File: config.mk
export PLATFORM = sky130hd
export DESIGN_NAME = collision_detect
export DESIGN_NICKNAME = d
export VERILOG_FILES = /design/src/rtl/jetpack_pkg.sv /design/src/rtl/hitbox_overlap.sv /design/src/rtl/collision_detect.sv
export SDC_FILE = /design/constraint.sdc
export NUM_CORES = 1
export LEC_CHECK = 0
export BUFFER_PORTS_ARGS = -buffer_cell sky130_fd_sc_hd__buf_2
export CAP_MARGIN = 30
export CORE_UTILIZATION = 45
export DETAILED_ROUTE_END_ITERATION = 12
export PLACE_DENSITY = 0.67
export SLEW_MARGIN = 5
export SYNTH_ARGS = -nofsm -noshare
export SYNTH_HDL_FRONTEND = slang
export SYNTH_HIERARCHICAL = 1
export SYNTH_SLANG_ARGS = --single-unit
File: constraint.sdc
create_clock -name clk -period 5.05 [get_ports clk]
set_input_delay 0.7575 -clock clk [delete_from_list [all_inputs] [get_ports clk]]
set_output_delay 0.7575 -clock clk [all_outputs]
set_load 0.01 [all_outputs]
File: src/rtl/jetpack_pkg.sv
// Shared game types and playfield geometry for the jetpack obstacle pipeline.
package jetpack_pkg;

    typedef enum logic [1:0] {
        MENU = 2'b00,
        PLAY = 2'b01,
        OVER = 2'b10
    } game_state_e;

    typedef enum logic [1:0] {
        LASER   = 2'b00,
        MISSILE = 2'b01,
        FLICKER = 2'b10,
        COIN    = 2'b11
    } obs_type_e;

    typedef enum logic [1:0] {
        S_IDLE,
        S_ARMED,
        S_GRACE,
        S_DEAD
    } fsm_state_e;

    localparam int PLAYER_W = 16;
    localparam int PLAYER_H = 24;
    localparam int OBS_W    = 20;
    localparam int BAND0    = 40;
    localparam int BAND_H   = 100;
    localparam int SCREEN_W = 640;

    // A flicker laser only hurts during its lit phase; coins never hurt.
    function automatic logic is_harmful(input logic [1:0] typ, input logic flick);
        return (typ == LASER) || (typ == MISSILE) || ((typ == FLICKER) && flick);
    endfunction

endpackage

File: src/rtl/hitbox_overlap.sv
// Combinational rectangle test between one obstacle in its lane band and the player hitbox.
module hitbox_overlap
    import jetpack_pkg::*;
#(
    parameter int PLAYER_X = 100
) (
    input  logic [9:0] x,
    input  logic [1:0] pos,
    input  logic [8:0] player_y,
    output logic       overlap
);

    logic [10:0] x_w;
    logic [10:0] y_w;
    logic [10:0] top;

    // 11 bits hold every sum below (max 740+20, 479+24, 340+100) without wrap.
    always_comb begin
        x_w     = {1'b0, x};
        y_w     = {2'b00, player_y};
        top     = 11'(BAND0) + 11'(pos) * 11'(BAND_H);
        overlap = (x_w < 11'(PLAYER_X + PLAYER_W))
               && ((x_w + 11'(OBS_W)) > 11'(PLAYER_X))
               && (y_w < (top + 11'(BAND_H)))
               && ((y_w + 11'(PLAYER_H)) > top)
               && (x_w < 11'(SCREEN_W));
    end

endmodule

File: src/rtl/collision_detect.sv
// Registers per-obstacle harm/coin overlap flags, then runs the life/grace FSM and coin counter.
// hit/coin pulse two cycles after the obstacle input that causes them.
module collision_detect
    import jetpack_pkg::*;
#(
    parameter int LIVES    = 3,
    parameter int INVULN   = 1000,
    parameter int PLAYER_X = 100
) (
    input  logic       clk,
    input  logic       reset,
    input  logic [1:0] game_state,
    input  logic       incr,
    input  logic [9:0] obs1_x,
    input  logic [9:0] obs2_x,
    input  logic [1:0] obs1_pos,
    input  logic [1:0] obs2_pos,
    input  logic [1:0] type1,
    input  logic [1:0] type2,
    input  logic       flick1,
    input  logic       flick2,
    input  logic [8:0] player_y,
    output logic       hit,
    output logic       coin,
    output logic [1:0] lives,
    output logic [7:0] coins,
    output logic       invuln,
    output logic       game_over
);

    localparam int CW = $clog2(INVULN + 1);

    logic ov1;
    logic ov2;

    hitbox_overlap #(.PLAYER_X(PLAYER_X)) u_ov1 (
        .x        (obs1_x),
        .pos      (obs1_pos),
        .player_y (player_y),
        .overlap  (ov1)
    );

    hitbox_overlap #(.PLAYER_X(PLAYER_X)) u_ov2 (
        .x        (obs2_x),
        .pos      (obs2_pos),
        .player_y (player_y),
        .overlap  (ov2)
    );

    logic [1:0]  harm_q, harm_d;
    logic [1:0]  cov_q, cov_d;
    logic [1:0]  cov_prev_q, cov_prev_d;
    fsm_state_e  state_q, state_d;
    logic [CW-1:0] cnt_q, cnt_d;
    logic        hit_q, hit_d;
    logic        coin_q, coin_d;
    logic [1:0]  lives_q, lives_d;
    logic [7:0]  coins_q, coins_d;
    logic        invuln_q, invuln_d;
    logic        game_over_q, game_over_d;

    logic        play;
    logic [1:0]  cov_rise;
    logic [8:0]  coin_sum;

    always_comb begin
        harm_d      = {ov2 && is_harmful(type2, flick2), ov1 && is_harmful(type1, flick1)};
        cov_d       = {ov2 && (type2 == COIN), ov1 && (type1 == COIN)};
        cov_prev_d  = cov_q;
        cov_rise    = cov_q & ~cov_prev_q;
        play        = (game_state == PLAY);

        state_d     = state_q;
        cnt_d       = cnt_q;
        hit_d       = 1'b0;
        coin_d      = 1'b0;
        lives_d     = lives_q;
        coins_d     = coins_q;
        game_over_d = game_over_q;
        invuln_d    = play && (state_q == S_GRACE);
        coin_sum    = {1'b0, coins_q} + {8'd0, cov_rise[0]} + {8'd0, cov_rise[1]};

        if (!play) begin
            state_d     = S_IDLE;
            lives_d     = 2'(LIVES);
            cnt_d       = '0;
            game_over_d = 1'b0;
        end else begin
            case (state_q)
                S_IDLE: begin
                    state_d     = S_ARMED;
                    lives_d     = 2'(LIVES);
                    coins_d     = 8'd0;
                    game_over_d = 1'b0;
                end
                S_ARMED: begin
                    // Two harmful obstacles in one cycle still cost a single life.
                    if (|harm_q) begin
                        hit_d   = 1'b1;
                        lives_d = lives_q - 2'd1;
                        if (lives_q == 2'd1) begin
                            state_d     = S_DEAD;
                            game_over_d = 1'b1;
                        end else begin
                            state_d = S_GRACE;
                            cnt_d   = CW'(INVULN);
                        end
                    end
                end
                S_GRACE: begin
                    if (incr) begin
                        if (cnt_q == CW'(1)) begin
                            state_d = S_ARMED;
                            cnt_d   = '0;
                        end else begin
                            cnt_d = cnt_q - CW'(1);
                        end
                    end
                end
                S_DEAD: begin
                    game_over_d = 1'b1;
                end
            endcase

            if (((state_q == S_ARMED) || (state_q == S_GRACE)) && (|cov_rise)) begin
                coin_d  = 1'b1;
                coins_d = coin_sum[8] ? 8'hFF : coin_sum[7:0];
            end
        end
    end

    always_ff @(posedge clk) begin
        if (reset) begin
            harm_q      <= '0;
            cov_q       <= '0;
            cov_prev_q  <= '0;
            state_q     <= S_IDLE;
            cnt_q       <= '0;
            hit_q       <= 1'b0;
            coin_q      <= 1'b0;
            lives_q     <= 2'(LIVES);
            coins_q     <= 8'd0;
            invuln_q    <= 1'b0;
            game_over_q <= 1'b0;
        end else begin
            harm_q      <= harm_d;
            cov_q       <= cov_d;
            cov_prev_q  <= cov_prev_d;
            state_q     <= state_d;
            cnt_q       <= cnt_d;
            hit_q       <= hit_d;
            coin_q      <= coin_d;
            lives_q     <= lives_d;
            coins_q     <= coins_d;
            invuln_q    <= invuln_d;
            game_over_q <= game_over_d;
        end
    end

    assign hit       = hit_q;
    assign coin      = coin_q;
    assign lives     = lives_q;
    assign coins     = coins_q;
    assign invuln    = invuln_q;
    assign game_over = game_over_q;

endmodule

==> impl_summary.log <==
[metrics] count of flip-flops with a built-in enable after synthesis: 0
[metrics] share of async-settable or async-resettable flops after synthesis: 0%
[metrics] fraction of the mapped netlist area in simple logic gates: 21.8%
[metrics] I/O pins: 58
[metrics] detailed-route via count: 2793
[metrics] violations in the final reports: DRC
[metrics] class of the worst hold path: register to register
[metrics] first-pass detailed-route iteration total: 8
[metrics] FF/Latch Area: 641 um^2
[metrics] Buffers & Inverters on Critical Path: 3
[metrics] DP HPWL: 5330 um
[metrics] root buffer cell: sky130_fd_sc_hd__clkbuf_8
[metrics] Skew-Pair Late Insertion Delay: around 0.29 ns
[metrics] largest net degree at the start of global routing: 13
[metrics] input/output buffers: 57
[metrics] via count of the first global-routing pass: approximately 2700
[metrics] top library cells by usage in the layout, fill and taps aside: sky130_fd_sc_hd__ha_1, sky130_fd_sc_hd__buf_2, sky130_fd_sc_hd__inv_1, sky130_fd_sc_hd__dfxtp_1, sky130_fd_sc_hd__nor2_1
[metrics] number of instances in the synthesized netlist: 361
[metrics] Num CTS Buffers: 5
[metrics] Min Clock Period, post-route: 2.66 ns
[metrics] die outline area: 7080 um^2
[metrics] average wire per standard cell: 13.1 um
[metrics] CTS sink count: 32
[metrics] combined area of the multi-input logic cells: 2250 um^2
[metrics] status: finished with violations
[metrics] Crit path required time: 5.27 ns
[metrics] sequential share of the synthesized area: 21.1%
[metrics] Setup Crit Path Kind: input port to register
[metrics] initial antenna violation count: 0
[metrics] share of total power in the clock network: 32.9%
[metrics] nature of the critical path endpoint: register
[metrics] antenna violation net count after detailed routing: 0
[metrics] Post-route DRC: 6
[metrics] area fraction in compound gates after synthesis: 22.9%
[metrics] row count: 29
[metrics] switching power as a share of total power: 29.9%
[metrics] worst-case hold slack: 0.473 ns
[metrics] CTS tree: done
[metrics] busiest metal layer after global routing: met2
[metrics] post-CTS sizing: 0
[metrics] dominant combinational cell family by area after synthesis: adder cells
[metrics] total of warnings raised by yosys: 6
[metrics] flops & latches, synth: 32
[metrics] share of cell area taken by muxes after synthesis: 0.330%
[metrics] Leakage: 1.55 nW
[metrics] mean post-synth cell area: roughly 8.4 um^2
[metrics] number of fill cells in the layout: 643
[metrics] slew at the pin closest to its max-slew limit: 0.633 ns
[metrics] number of buffers inserted by hold repair at cts: 0
[metrics] grt ovf: 0
[metrics] number of H-tree levels: 2
[metrics] Max Fanout on Critical Path: 8
[metrics] overall routing resource usage: 20.3%
[metrics] M1 GR Usage: 26.4%
[metrics] clock edge transition at the registers on the reported setup and hold paths: 0.06 ns
[metrics] fin. max-slew vios: 0
[metrics] crit share post-route: 52.6%
[metrics] drt via density: 5.57
[metrics] GR Util met3: under 10%
[metrics] initial core utilization: 47.3%
[metrics] post-CTS setup buffer count: 0
[metrics] Unique masters post-synth: 61
[metrics] synthesized netlist net count: 465
[metrics] Worst Path Arrival: 2.87 ns
[metrics] smallest setup slack after layout: about 2.4 ns
[metrics] setup TNS: 0 ns
[metrics] count of endpoints failing hold in the final timing report: 0
[metrics] post-synthesis share of cell area spent on xor and xnor gates: 4.04%
[metrics] RSZ-0062 raised after global routing: no
[metrics] pwr dens: around 180 nW/um^2
[metrics] switching power of the nets: roughly 0.18 mW
[metrics] setup violation total in the final timing report: 0
[metrics] nets: around 530
[metrics] crit path max-delay cell type: sky130_fd_sc_hd__ha_1
[metrics] Worst slew margin: 57.8%
[metrics] fmax: between 0.3 and 0.4 GHz
[metrics] most common cell after layout, fill and taps aside: sky130_fd_sc_hd__ha_1
[metrics] first-pass GRT wire length: 11900 um
[metrics] area of the mapped netlist: 3040 um^2
[metrics] starting DRC count in detailed routing: 136
[metrics] worst voltage drop across the vdd grid: 0.0874 mV
[metrics] count of antenna diodes in the layout: 0
[metrics] synthesis-to-finish area growth: 15.2%
[metrics] kind of launch point of the worst setup path: input port
[metrics] maxcap violations: 0
[metrics] final weighted congestion of routability-driven global placement: 0.823
[metrics] GR Util met2: 34.2%
[metrics] horizontal die dimension: 84.1 um
[metrics] overall power: 0.615 mW
[metrics] core utilization of the finished layout: 54.5%
[metrics] ratio of cells with drive above 1 in the final layout: between 10% and 20%
[metrics] sequential fraction of design power: around two fifths
[metrics] cell-internal power: 0.431 mW
[metrics] worst-case clock buffer depth: 2
[metrics] share of total power in combinational logic: about a quarter
[metrics] height of the die: 84.1 um
[metrics] cell breakdown of the critical path: buf_2 -> inv_1 -> ha_1 -> inv_1 -> ha_1 -> a211o_1 -> a211oi_1 -> o221ai_1 -> a211oi_1 -> nand2_1 -> a21oi_1
[metrics] worst setup timing slack at the placement stage: 2.12 ns
[metrics] Main synth FF type: sky130_fd_sc_hd__dfxtp_1
[metrics] post-route clock skew: 0.00623 ns
[metrics] family with the most delay on the worst path: compound AO/OA/AOI/OAI gates
[metrics] wire length after detailed routing: 6540 um
[metrics] biggest cell delay along the critical path: 0.36 ns
[metrics] arithmetic-cell share of the synthesized area counting full adders, half adders and majority gates: around 25%
[metrics] CORE AREA: 6420 um^2
[registers in the layout (all words and copies together) (netlist names)]
register	count
cnt_q	10
coins	8
cov_prev_d	2
cov_prev_q	2
harm_q	2
lives	2
state_q	2
coin	1
game_over	1
hit	1
invuln	1
[power by group through the flow]
stage | clock network, mW | logic (mW) | registers [mW]
2_1_floorplan | 0 | 0.102 | 0.260
3_3_place_gp | 0 | 0.152 | 0.260
3_5_place_dp | 0 | 0.157 | 0.260
4_1_cts | 0.208 | 0.158 | 0.254
5_1_grt | 0.221 | 0.182 | 0.254
6_report | 0.202 | 0.158 | 0.254
[metal layers]
layer | up-vias | part of all wire, %
met5 | - | 0
met4 | 0 | 1.5
met3 | 7 | 3.0
met2 | 49 | 46
met1 | 1271 | 50
li1 | 1466 | -
[cell type report]
| cell class | count | share of cell area (%) |
|---|---|---|
| multi-input combinational | 291 | 64.3 |
| tap | 77 | 2.75 |
| timing repair buffer | 57 | 8.15 |
| clock inverter | 2 | 0.286 |
| clock buffer | 6 | 2.36 |
| inverter | 36 | 3.86 |
| sequential | 32 | 18.3 |
[cell usage after synthesis, drive strengths merged, types with 2 or more instances]
cell | number | share of area, %
nand4 | 6 | 1.2
a211oi | 8 | 2.0
clkinv | 2 | 0.25
or3 | 3 | 0.95
nor2b | 3 | 0.62
a32o | 3 | 0.99
o211ai | 3 | 0.74
o21ai | 25 | 4.1
o31ai | 6 | 1.9
ha | 59 | 24
nand3 | 13 | 2.1
inv | 34 | 4.2
xnor2 | 10 | 2.9
and3 | 4 | 0.82
nor3b | 4 | 0.99
or2b | 4 | 1.1
and2 | 2 | 0.45
a31oi | 4 | 0.82
nor4 | 2 | 0.41
xor2 | 4 | 1.2
nor3 | 7 | 1.5
a2111oi | 3 | 1.2
nand2 | 23 | 2.8
a22o | 4 | 1.2
o22ai | 3 | 0.82
a22oi | 2 | 0.49
o311ai | 2 | 0.58
or4 | 3 | 0.99
dfxtp | 32 | 21
nor2 | 25 | 3.1
o41ai | 3 | 0.87
nand4b | 6 | 1.7
o2111ai | 4 | 1.2
a21oi | 20 | 3.3
nand2b | 9 | 1.9
[worst reg2reg max path, delay by kind of cell (launching register included)]
| family | cells | cell delay (ns) |
|---|---|---|
| compound gates | 1 | 0.11 |
| fa+ha+maj | 2 | 0.61 |
| flops | 1 | 0.29 |
| buf+inv | 1 | 0.07 |
| simple gates | 5 | 1.04 |
[kinds of logic (layout without fill, tap and decap cells)]
| group | after synthesis | in the layout |
|---|---|---|
| and+or+nand+nor | 117 | 117 |
| AOI/OAI and AO/OA | 99 | 99 |
| muxes | 1 | 1 |
| DFF | 32 | 32 |
| xor gates and xnor gates | 14 | 14 |
| buffers and inverters | 38 | 101 |
| adders and majority gates | 60 | 60 |
[stage by stage]
| stage | cells | instance area [um^2] |
|---|---|---|
| floorplan | 361 | 3040 |
| global placement | 493 | 3410 |
| detailed placement | 493 | 3410 |
| CTS | 501 | 3500 |
| global route | 501 | 3500 |
| finish | 501 | 3500 |
[path summary, 6_finish.rpt]
check,start,endpoint,slack (ns),depth (start not counted)
worst min-delay path,cov_prev_d[0],cov_prev_q[0],0.47,1
worst max register to register,cov_prev_q[0],coins[1],2.84,9
worst max-delay path,obs2_pos[0],harm_q[1],2.39,11
worst min register to register,cov_prev_d[0],cov_prev_q[0],0.47,1
(Power assumes the default switching activity.)
